--- src/rtl/fetch_scheduler_pkg.sv ---
// Shared types and constants for the fetch scheduler: FSM states, requester
// indices and the datapath buffer-select codes.
package fetch_scheduler_pkg;

    typedef enum logic [2:0] {
        S_IDLE,
        S_ARB,
        S_RST_CNT,
        S_START,
        S_WAIT,
        S_DONE
    } state_t;

    localparam int REQ_W = 0;
    localparam int REQ_I = 1;
    localparam int REQ_B = 2;

    localparam logic [2:0] BUF_WEIGHT = 3'b000;
    localparam logic [2:0] BUF_INPUT  = 3'b010;
    localparam logic [2:0] BUF_BIAS   = 3'b001;

    function automatic logic [2:0] buf_code(input logic [1:0] idx);
        case (idx)
            2'(REQ_I): return BUF_INPUT;
            2'(REQ_B): return BUF_BIAS;
            default:   return BUF_WEIGHT;
        endcase
    endfunction

    function automatic logic [1:0] onehot_to_idx(input logic [2:0] oh);
        if (oh[REQ_B])      return 2'(REQ_B);
        else if (oh[REQ_I]) return 2'(REQ_I);
        else                return 2'(REQ_W);
    endfunction

endpackage

--- src/rtl/fetch_scheduler_rr.sv ---
// rr_arbiter3: combinational 3-way round-robin; the requester after i_ptr
// has highest priority, the one at i_ptr the lowest.
module rr_arbiter3 (
    input  logic [1:0] i_ptr,
    input  logic [2:0] i_req,
    output logic [2:0] o_gnt
);
    logic [1:0] w_first;
    logic [1:0] w_second;
    logic [1:0] w_third;

    always_comb begin
        w_first  = (i_ptr    == 2'd2) ? 2'd0 : i_ptr    + 2'd1;
        w_second = (w_first  == 2'd2) ? 2'd0 : w_first  + 2'd1;
        w_third  = (w_second == 2'd2) ? 2'd0 : w_second + 2'd1;
        o_gnt    = 3'b000;
        if (i_req[w_first])       o_gnt[w_first]  = 1'b1;
        else if (i_req[w_second]) o_gnt[w_second] = 1'b1;
        else if (i_req[w_third])  o_gnt[w_third]  = 1'b1;
    end
endmodule

--- src/rtl/fetch_scheduler.sv ---
// Fetch scheduler: arbitrates weight/input/bias fetch requests and sequences
// the datapath. Optional per-requester ping-pong select under FETCH_PINGPONG_EN.
module fetch_scheduler
    import fetch_scheduler_pkg::*;
#(
    parameter int RST_CYCLES     = 2,
    parameter int TIMEOUT_CYCLES = 4096
) (
    input  logic       clk,
    input  logic       rst,
    input  logic [2:0] req,
    input  logic [2:0] tiles_sel,
    output logic [2:0] gnt,
    output logic [2:0] done,
    input  logic       fetch_done,
    output logic       start_fetch,
    output logic       reset_addr_counter,
    output logic [2:0] buffer_select,
    output logic       tiles_control,
    output logic       double_buffering,
    output logic       sched_busy,
    output logic       timeout_err
);
    localparam logic [3:0]  RST_LAST = 4'(RST_CYCLES - 1);
    localparam logic [15:0] TO_LAST  = 16'(TIMEOUT_CYCLES - 1);

    state_t      r_state;
    logic [1:0]  r_ptr;
    logic [1:0]  r_idx;
    logic [2:0]  r_gnt;
    logic [2:0]  r_done;
    logic        r_start;
    logic        r_rac;
    logic [2:0]  r_bsel;
    logic        r_tiles;
    logic        r_busy;
    logic        r_terr;
    logic        r_to_hit;
    logic [3:0]  r_cnt;
    logic [15:0] r_wcnt;
    logic [2:0]  w_gnt;
    logic [1:0]  w_idx;
`ifdef FETCH_PINGPONG_EN
    logic [2:0]  r_pp;
    logic        r_dbuf;
`endif

    rr_arbiter3 u_arb (
        .i_ptr (r_ptr),
        .i_req (req),
        .o_gnt (w_gnt)
    );

    assign w_idx = onehot_to_idx(w_gnt);

    always_ff @(posedge clk or posedge rst) begin
        if (rst) begin
            r_state  <= S_IDLE;
            r_ptr    <= 2'd2;
            r_idx    <= 2'd0;
            r_gnt    <= 3'b000;
            r_done   <= 3'b000;
            r_start  <= 1'b0;
            r_rac    <= 1'b0;
            r_bsel   <= BUF_WEIGHT;
            r_tiles  <= 1'b0;
            r_busy   <= 1'b0;
            r_terr   <= 1'b0;
            r_to_hit <= 1'b0;
            r_cnt    <= 4'd0;
            r_wcnt   <= 16'd0;
`ifdef FETCH_PINGPONG_EN
            r_pp     <= 3'b000;
            r_dbuf   <= 1'b0;
`endif
        end else begin
            r_done  <= 3'b000;
            r_start <= 1'b0;
            case (r_state)
                S_IDLE: begin
                    if (req != 3'b000) begin
                        r_state <= S_ARB;
                        r_busy  <= 1'b1;
                    end
                end
                S_ARB: begin
                    // A request withdrawn before arbitration simply returns to IDLE.
                    if (w_gnt != 3'b000) begin
                        r_gnt   <= w_gnt;
                        r_idx   <= w_idx;
                        r_bsel  <= buf_code(w_idx);
                        r_tiles <= tiles_sel[w_idx];
`ifdef FETCH_PINGPONG_EN
                        r_dbuf  <= r_pp[w_idx];
`endif
                        r_rac   <= 1'b1;
                        r_cnt   <= 4'd0;
                        r_state <= S_RST_CNT;
                    end else begin
                        r_busy  <= 1'b0;
                        r_state <= S_IDLE;
                    end
                end
                S_RST_CNT: begin
                    if (r_cnt == RST_LAST) begin
                        r_rac   <= 1'b0;
                        r_start <= 1'b1;
                        r_state <= S_START;
                    end else begin
                        r_cnt <= r_cnt + 4'd1;
                    end
                end
                S_START: begin
                    r_wcnt   <= 16'd0;
                    r_to_hit <= 1'b0;
                    r_state  <= S_WAIT;
                end
                S_WAIT: begin
                    // A completion on the last allowed cycle still counts as success.
                    if (fetch_done) begin
                        r_done  <= r_gnt;
                        r_state <= S_DONE;
                    end else if (r_wcnt == TO_LAST) begin
                        r_done   <= r_gnt;
                        r_terr   <= 1'b1;
                        r_to_hit <= 1'b1;
                        r_state  <= S_DONE;
                    end else begin
                        r_wcnt <= r_wcnt + 16'd1;
                    end
                end
                S_DONE: begin
                    r_ptr   <= r_idx;
                    r_gnt   <= 3'b000;
                    r_busy  <= 1'b0;
                    r_state <= S_IDLE;
`ifdef FETCH_PINGPONG_EN
                    if (!r_to_hit) r_pp[r_idx] <= ~r_pp[r_idx];
`endif
                end
                default: begin
                    r_busy  <= 1'b0;
                    r_state <= S_IDLE;
                end
            endcase
        end
    end

    assign gnt                = r_gnt;
    assign done               = r_done;
    assign start_fetch        = r_start;
    assign reset_addr_counter = r_rac;
    assign buffer_select      = r_bsel;
    assign tiles_control      = r_tiles;
    assign sched_busy         = r_busy;
    assign timeout_err        = r_terr;
`ifdef FETCH_PINGPONG_EN
    assign double_buffering   = r_dbuf;
`else
    assign double_buffering   = 1'b0;
`endif

endmodule

--- config.mk ---
export PLATFORM = sky130hd
export DESIGN_NAME = fetch_scheduler
export DESIGN_NICKNAME = d
export VERILOG_FILES = /design/src/rtl/fetch_scheduler_pkg.sv /design/src/rtl/fetch_scheduler_rr.sv /design/src/rtl/fetch_scheduler.sv
export SDC_FILE = /design/constraint.sdc
export NUM_CORES = 1
export LEC_CHECK = 0
export ABC_AREA = 1
export BUFFER_PORTS_ARGS = -buffer_cell sky130_fd_sc_hd__buf_2
export CAP_MARGIN = 20
export CORE_MARGIN = 2
export CORE_UTILIZATION = 60
export CTS_CLUSTER_DIAMETER = 120
export DETAILED_ROUTE_END_ITERATION = 12
export PLACE_DENSITY = 0.88
export SLEW_MARGIN = 0
export SYNTH_ARGS = -nofsm -noshare
export SYNTH_HDL_FRONTEND = slang
export SYNTH_SLANG_ARGS = --single-unit
--- constraint.sdc ---
create_clock -name clk -period 3.7 [get_ports clk]
set_clock_uncertainty 0.15 [all_clocks]
set_input_delay 1.11 -clock clk [delete_from_list [all_inputs] [get_ports clk]]
set_output_delay 1.11 -clock clk [all_outputs]
set_load 0.005 [all_outputs]
After elaboration in Yosys (flattened, before gate mapping)
Cells that the tools add are included.
{ "word_totals": {"reg_bits": 41, "latchBits": 0, "ramBits": 0, "romBits": 0, "input_bits": 9, "out_inout_bits": 15, "elab_cells": 113, "n_memories": 0} }
{ "classes": {"n_addsub": 5, "mul": 0, "n_div": 0, "order_cmp": 7, "n_eq_ne": 20, "shift": 0, "n_mux": 48, "n_bitwise": 2, "reduce_logical": 18} }
{ "op_table": {"columns": ["cell", "n"], "rows": [
  ["$mux 3", 11],
  ["$mux 16", 2],
  ["$pmux 16 s2", 1],
  ["$reduce_and 3->1", 6],
  ["$add 16x1->16 const B", 1],
  ["$eq 16x12->1 const B", 1],
  ["$pmux 3 s5", 1],
  ["$mux 1", 14],
  ["$ne 2x2->1 const B", 7],
  ["$lt 2x3->1 const B", 4],
  ["$mux 2", 5],
  ["$bmux 1 s2", 4],
  ["$eq 2x2->1 const B", 4],
  ["$mux 4", 2],
  ["$pmux 4 s2", 1],
  ["$add 2x1->2 const B", 3],
  ["$demux 1 s2", 3],
  ["$eq 3x2->1 const B", 2],
  ["$eq 3x3->1 const B", 2],
  ["$ge 2x1->1 const B", 3],
  ["$pmux 3 s2", 1],
  ["$reduce_bool 2->1", 3],
  ["$reduce_bool 3->1", 2],
  ["$add 4x1->4 const B", 1],
  ["other kinds (12)", 16]
]} }

Logic depth before layout (Yosys ltp)
{ "depth": {"word_depth": 17, "depth_mapped": 11, "mapped_depth_nobuf": 11} }

Hierarchy
Synthesis repeated with hierarchy kept, for this count alone.
{ "unflattened": {"cells_unflattened": 296, "hier_area_um2": 2240.9} }
{ "by_module_without_submodules": {"columns": ["module", "n_inst", "cells_per_inst", "area_per_inst_um2", "seq_area_each_um2"], "rows": [
  ["fetch_scheduler", 1, 272, 2120.8, 977.2],
  ["rr_arbiter3", 1, 24, 120.1, 0.0]
]} }

Worst setup path after synthesis
Ideal clock, no wire load.
{ "synth_timing": {"path_type": "input-to-reg", "start": "input port req[2]", "end": "register r_busy, in the netlist sched_busy", "setup_ns": 0.116, "t_arrival_ns": 1.771, "required_ns": 3.434, "slack_ns": 1.662, "path_stages": 8, "path_buffers": 0, "path_cell_list": "inv_1 nand3_1 nand2_1 nand2_1 nor2_1 nand2_1 nand2_1 nand2_1"} }
{ "synth_via": {"elab_chain_cells": 8, "elab_cells_between_ends": 14, "classes_between": "eq/ne (2); mux (9); reduce/logical (3)"} }
{ "synth_lines": {"columns": ["element", "line_no", "text"], "rows": [
  ["start, declared", "fetch_scheduler.sv:11", "input logic [2:0] req,"],
  ["$bmux 1 s2", "fetch_scheduler_rr.sv:19", "else if (i_req[w_third]) o_gnt[w_third] = 1'b1;"],
  ["$mux 1 (implied by the code)", "fetch_scheduler_rr.sv:19", null],
  ["$mux 3", "fetch_scheduler_rr.sv:19", null],
  ["$mux 3", "fetch_scheduler_rr.sv:18", "else if (i_req[w_second]) o_gnt[w_second] = 1'b1;"],
  ["$mux 3", "fetch_scheduler_rr.sv:17", "if (i_req[w_first]) o_gnt[w_first] = 1'b1;"],
  ["$reduce_bool 3->1", "fetch_scheduler.sv:88", "if (w_gnt != 3'b000) begin"],
  ["$ne 2x2->1 (no source line)", null, null],
  ["$reduce_and 3->1 (no source line) *", null, null],
  ["end signal, assigned", "fetch_scheduler.sv:83", "r_busy <= 1'b1;"],
  ["end signal, assigned", "fetch_scheduler.sv:100", "r_busy <= 1'b0;"],
  ["end signal, assigned", "fetch_scheduler.sv:135", "r_busy <= 1'b0;"],
  ["end, declared", "fetch_scheduler.sv:36", "logic r_busy;"]
]} }
Mark *: on every way between the ends. The rest lies on a longest branch, timed or not. The select of a mux whose other input is x is not followed.
A chain may end at the register's enable or synchronous reset.

Worst setup path in the final report
{ "layout_timing": {"start": "register r_terr, in the netlist timeout_err", "end": "output port timeout_err"} }
{ "layout_rtl": {"columns": ["element", "line_no", "text"], "rows": [
  ["start, declared", "fetch_scheduler.sv:37", "logic r_terr;"],
  ["start signal, assigned", "fetch_scheduler.sv:68", "r_terr <= 1'b0;"],
  ["start signal, assigned", "fetch_scheduler.sv:125", "r_terr <= 1'b1;"],
  ["end, declared", "fetch_scheduler.sv:22", "output logic timeout_err"]
]} }
No word-level cell between the ends.

==> summary.md <==
| Metric | Value |
|---|---|
| CP endpoint kind | `output pin` |
| Initial antenna violation count | `0` |
| First-pass GRT wire length | `7403 um` |
| Chip width | `63.79 um` |
| Antenna violation net count after detailed routing | `0` |
| Area Growth Syn to Fin | `8.985%` |
| Critical Path RT | `2.44 ns` |
| Core Util, Final | `68.96%` |
| Final TNS setup | `0 ns` |
| Setup Viol. Count Final | `0` |
| GPL Wtd Cong | `0.9161` |
| Antenna diodes | `0` |
| # rows | `21` |
| Setup bufs post-CTS | `0` |
| Fin. max-slew vios | `0` |
| Detailed-router iteration count before antenna repair | `4` |
| Die area | `4069 sq um` |
| Slowest CP cell | `dfrtp_1` |
| Crit path largest cell delay | `0.40 ns` |
| Post-synthesis sequential area ratio | `44.40%` |
| CP Max Fanout | `2` |
| Main synth FF type | `dfrtp_1` |
| Worst-path clk slew | `0.11 ns` |
| IO Port Bufs | `21` |
| Post-CTS sizing | `0` |
| CTS tree | `yes` |
| Initial Utilization | `63.27%` |
| Post-DP HPWL | `3093 um` |
| Worst VDD drop | `0.0003099 V` |
| CTS max path bufs | `2` |
| Async SR Flop Fraction | `100.0%` |
| Top Family by Delay on Critical Path | `flip-flops` |
| Overall routed net length | `4187 um` |
| Total track usage | `23.07%` |
| CTS sink count | `38` |
| Min Tclk post-route | `2.142 ns` |
| Vias/cell | `5.232` |
| Biggest area consumer among synthesized cells | `dfrtp_1` |
| Top cells by count, synth | `nand2_1 (70), dfrtp_1 (37), inv_1 (33), nor2_1 (28), nand3_1 (21)` |
| Hold Path Class | `flop to flop` |
| I/O pin total | `24` |
| Seq cells post-synth | `38` |
| Syn Area/Cell | `7.856 sq um` |
| Max Clk Rate | `466.9 MHz` |
| Crit path cell chain | `buf_2` |
| Met1 global-route usage | `29.77%` |
| Tcrit/Tclk final | `57.88%` |
| Met3 Use GR | `4.225%` |
| Via count | `1805` |
| Mapped cell area | `2145 sq um` |
| Buf/Inv on CP | `1` |
| Grt ovf | `0` |
| Root buf cell | `clkbuf_4` |
| Crit path arrival time | `0.88 ns` |
| Wirelength per Cell | `12.14 um` |
| Crit Path Category | `flop to output pin` |
| Die Span Y | `63.79 um` |
| Top area cells in the synthesized netlist | `dfrtp_1 (43%), nand2_1 (12%), inv_1 (5.8%), nand3_1 (4.9%), nor2_1 (4.9%)` |
| Unrepaired setup endpoints after global routing | `no` |
| Busiest layer in global routing | `met2` |
| # DRC | `0` |
| Share of the synthesized area in the top cell type | `43.17%` |
| Maxcap violations | `0` |
| Setup crit start kind | `flop` |
| Core area | `3390 sq um` |
| Lkg Pwr | `1.163 nW` |
| Synth warn | `0` |
| Cells after Synth | `273` |
| CTS Buf Count | `5` |
| Vias in the first global route | `1758` |
| Maximum number of pins on one net before global-route repair | `39` |
| NumNets Final | `310` |
| First DRT Iteration DRCs | `138` |
| Final Hold Fails | `0` |
| Routing usage on met2 | `38.54%` |
| Status | `completed` |
| H-Tree Depth | `2` |
| Distinct cells, synth | `30` |
| Clock Latency Late Sink | `0.35 ns` |
| EDFF count, synth | `0` |
| Share of cells above drive strength 1 | `19.73%` |
| Pwr dens | `520.1 nW/um^2` |
| CTS Hold Bufs | `0` |
| Cell with the most instances after synthesis | `nand2_1` |
flip-flops by register name (all words and copies together) (netlist names), 2 cells and up:
register / cells
r_wcnt: 16
r_cnt: 4
done: 3
gnt: 3
r_state: 3
r_idx: 2
r_ptr: 2
layout by cell type, fill, tap and decap left out:
cell type,instances
o21ai_2,9
nor3_1,9
conb_1,2
clkbuf_1,1
inv_2,3
nand3_4,1
o21ai_0,8
a21oi_1,3
buf_2,21
ha_1,3
o21ai_1,1
nor2_4,1
dfrtp_1,37
xor2_1,9
clkinv_2,2
nand4_1,8
nor2_2,2
dfstp_2,1
inv_1,33
nand2_4,2
nand2_1,70
o2111ai_1,1
nand3_1,21
buf_4,1
clkbuf_4,5
o22ai_1,4
xnor2_1,2
a31o_2,1
nand2_2,8
nor2_1,28
nand3_2,1
clkbuf_8,1
per-stage QoR:
step	std cells	cell area [sq um]	total power [mW]	setup slack, ns	hold slack, ns
after floorplan	274	2148	0.8938	1.581	0.3136
after global placement	337	2277	0.9815	1.437	0.3083
after detailed placement	337	2277	0.9954	1.323	0.3180
after CTS	345	2337	1.222	1.556	0.3444
after global routing	345	2337	1.312	1.473	0.3757
final	345	2337	1.216	1.558	0.3400
cell families (layout without fill, tap and decap cells):
| family | count (synthesis) | count (layout) | share of synthesized area (%) |
|---|---|---|---|
| fa+ha+maj | 3 | 3 | 1.750 |
| xor+xnor | 11 | 11 | 4.493 |
| flops | 38 | 38 | 44.40 |
| simple gates | 151 | 151 | 32.26 |
| compound gates | 27 | 27 | 8.460 |
| buf+inv | 42 | 67 | 8.459 |
| other cells | 1 | 2 | 0.1749 |
per-layer routing:
| metal | vias to the layer above | part of all wire (%) | routed length (um) |
|---|---|---|---|
| li1 | 915 | - | - |
| met1 | 852 | 47 | 1977 |
| met4 | 0 | 1.3 | 53 |
| met3 | 8 | 4.0 | 169 |
| met2 | 30 | 47 | 1986 |
| met5 | - | 0 | 0 |
cell type report:
cell class                      instances  area, sq um
Inverter                               37        140.1
Fill cell                             287         1052
Clock buffer                            7        55.05
Timing Repair Buffer                   22        112.6
Sequential cell                        38        952.2
Multi-Input combinational cell        194         1015
Clock inverter                          1        5.005
Tap cell                               46        57.56
where the power goes:
| group | internal, mW | switching, mW | total [mW] |
|---|---|---|---|
| Sequential | 0.495 | 0.0615 | 0.557 |
| Combinational | 0.136 | 0.293 | 0.430 |
| Clock | 0.0921 | 0.137 | 0.229 |
final timing paths:
| path | slack (ns) | to | from | cells after the start |
|---|---|---|---|---|
| hold / removal | 0.34 | tiles_control | tiles_control | 2 |
| min in group asynchronous | 0.69 | r_cnt[1] | rst | 3 |
| setup reg to reg | 1.64 | r_wcnt[7] | r_wcnt[0] | 11 |
| max in group asynchronous | 2.36 | r_ptr[1] | rst | 3 |
| setup / recovery | 1.56 | timeout_err | timeout_err | 1 |
| hold reg to reg | 0.34 | tiles_control | tiles_control | 2 |
Power figures use the tool's default switching activity.
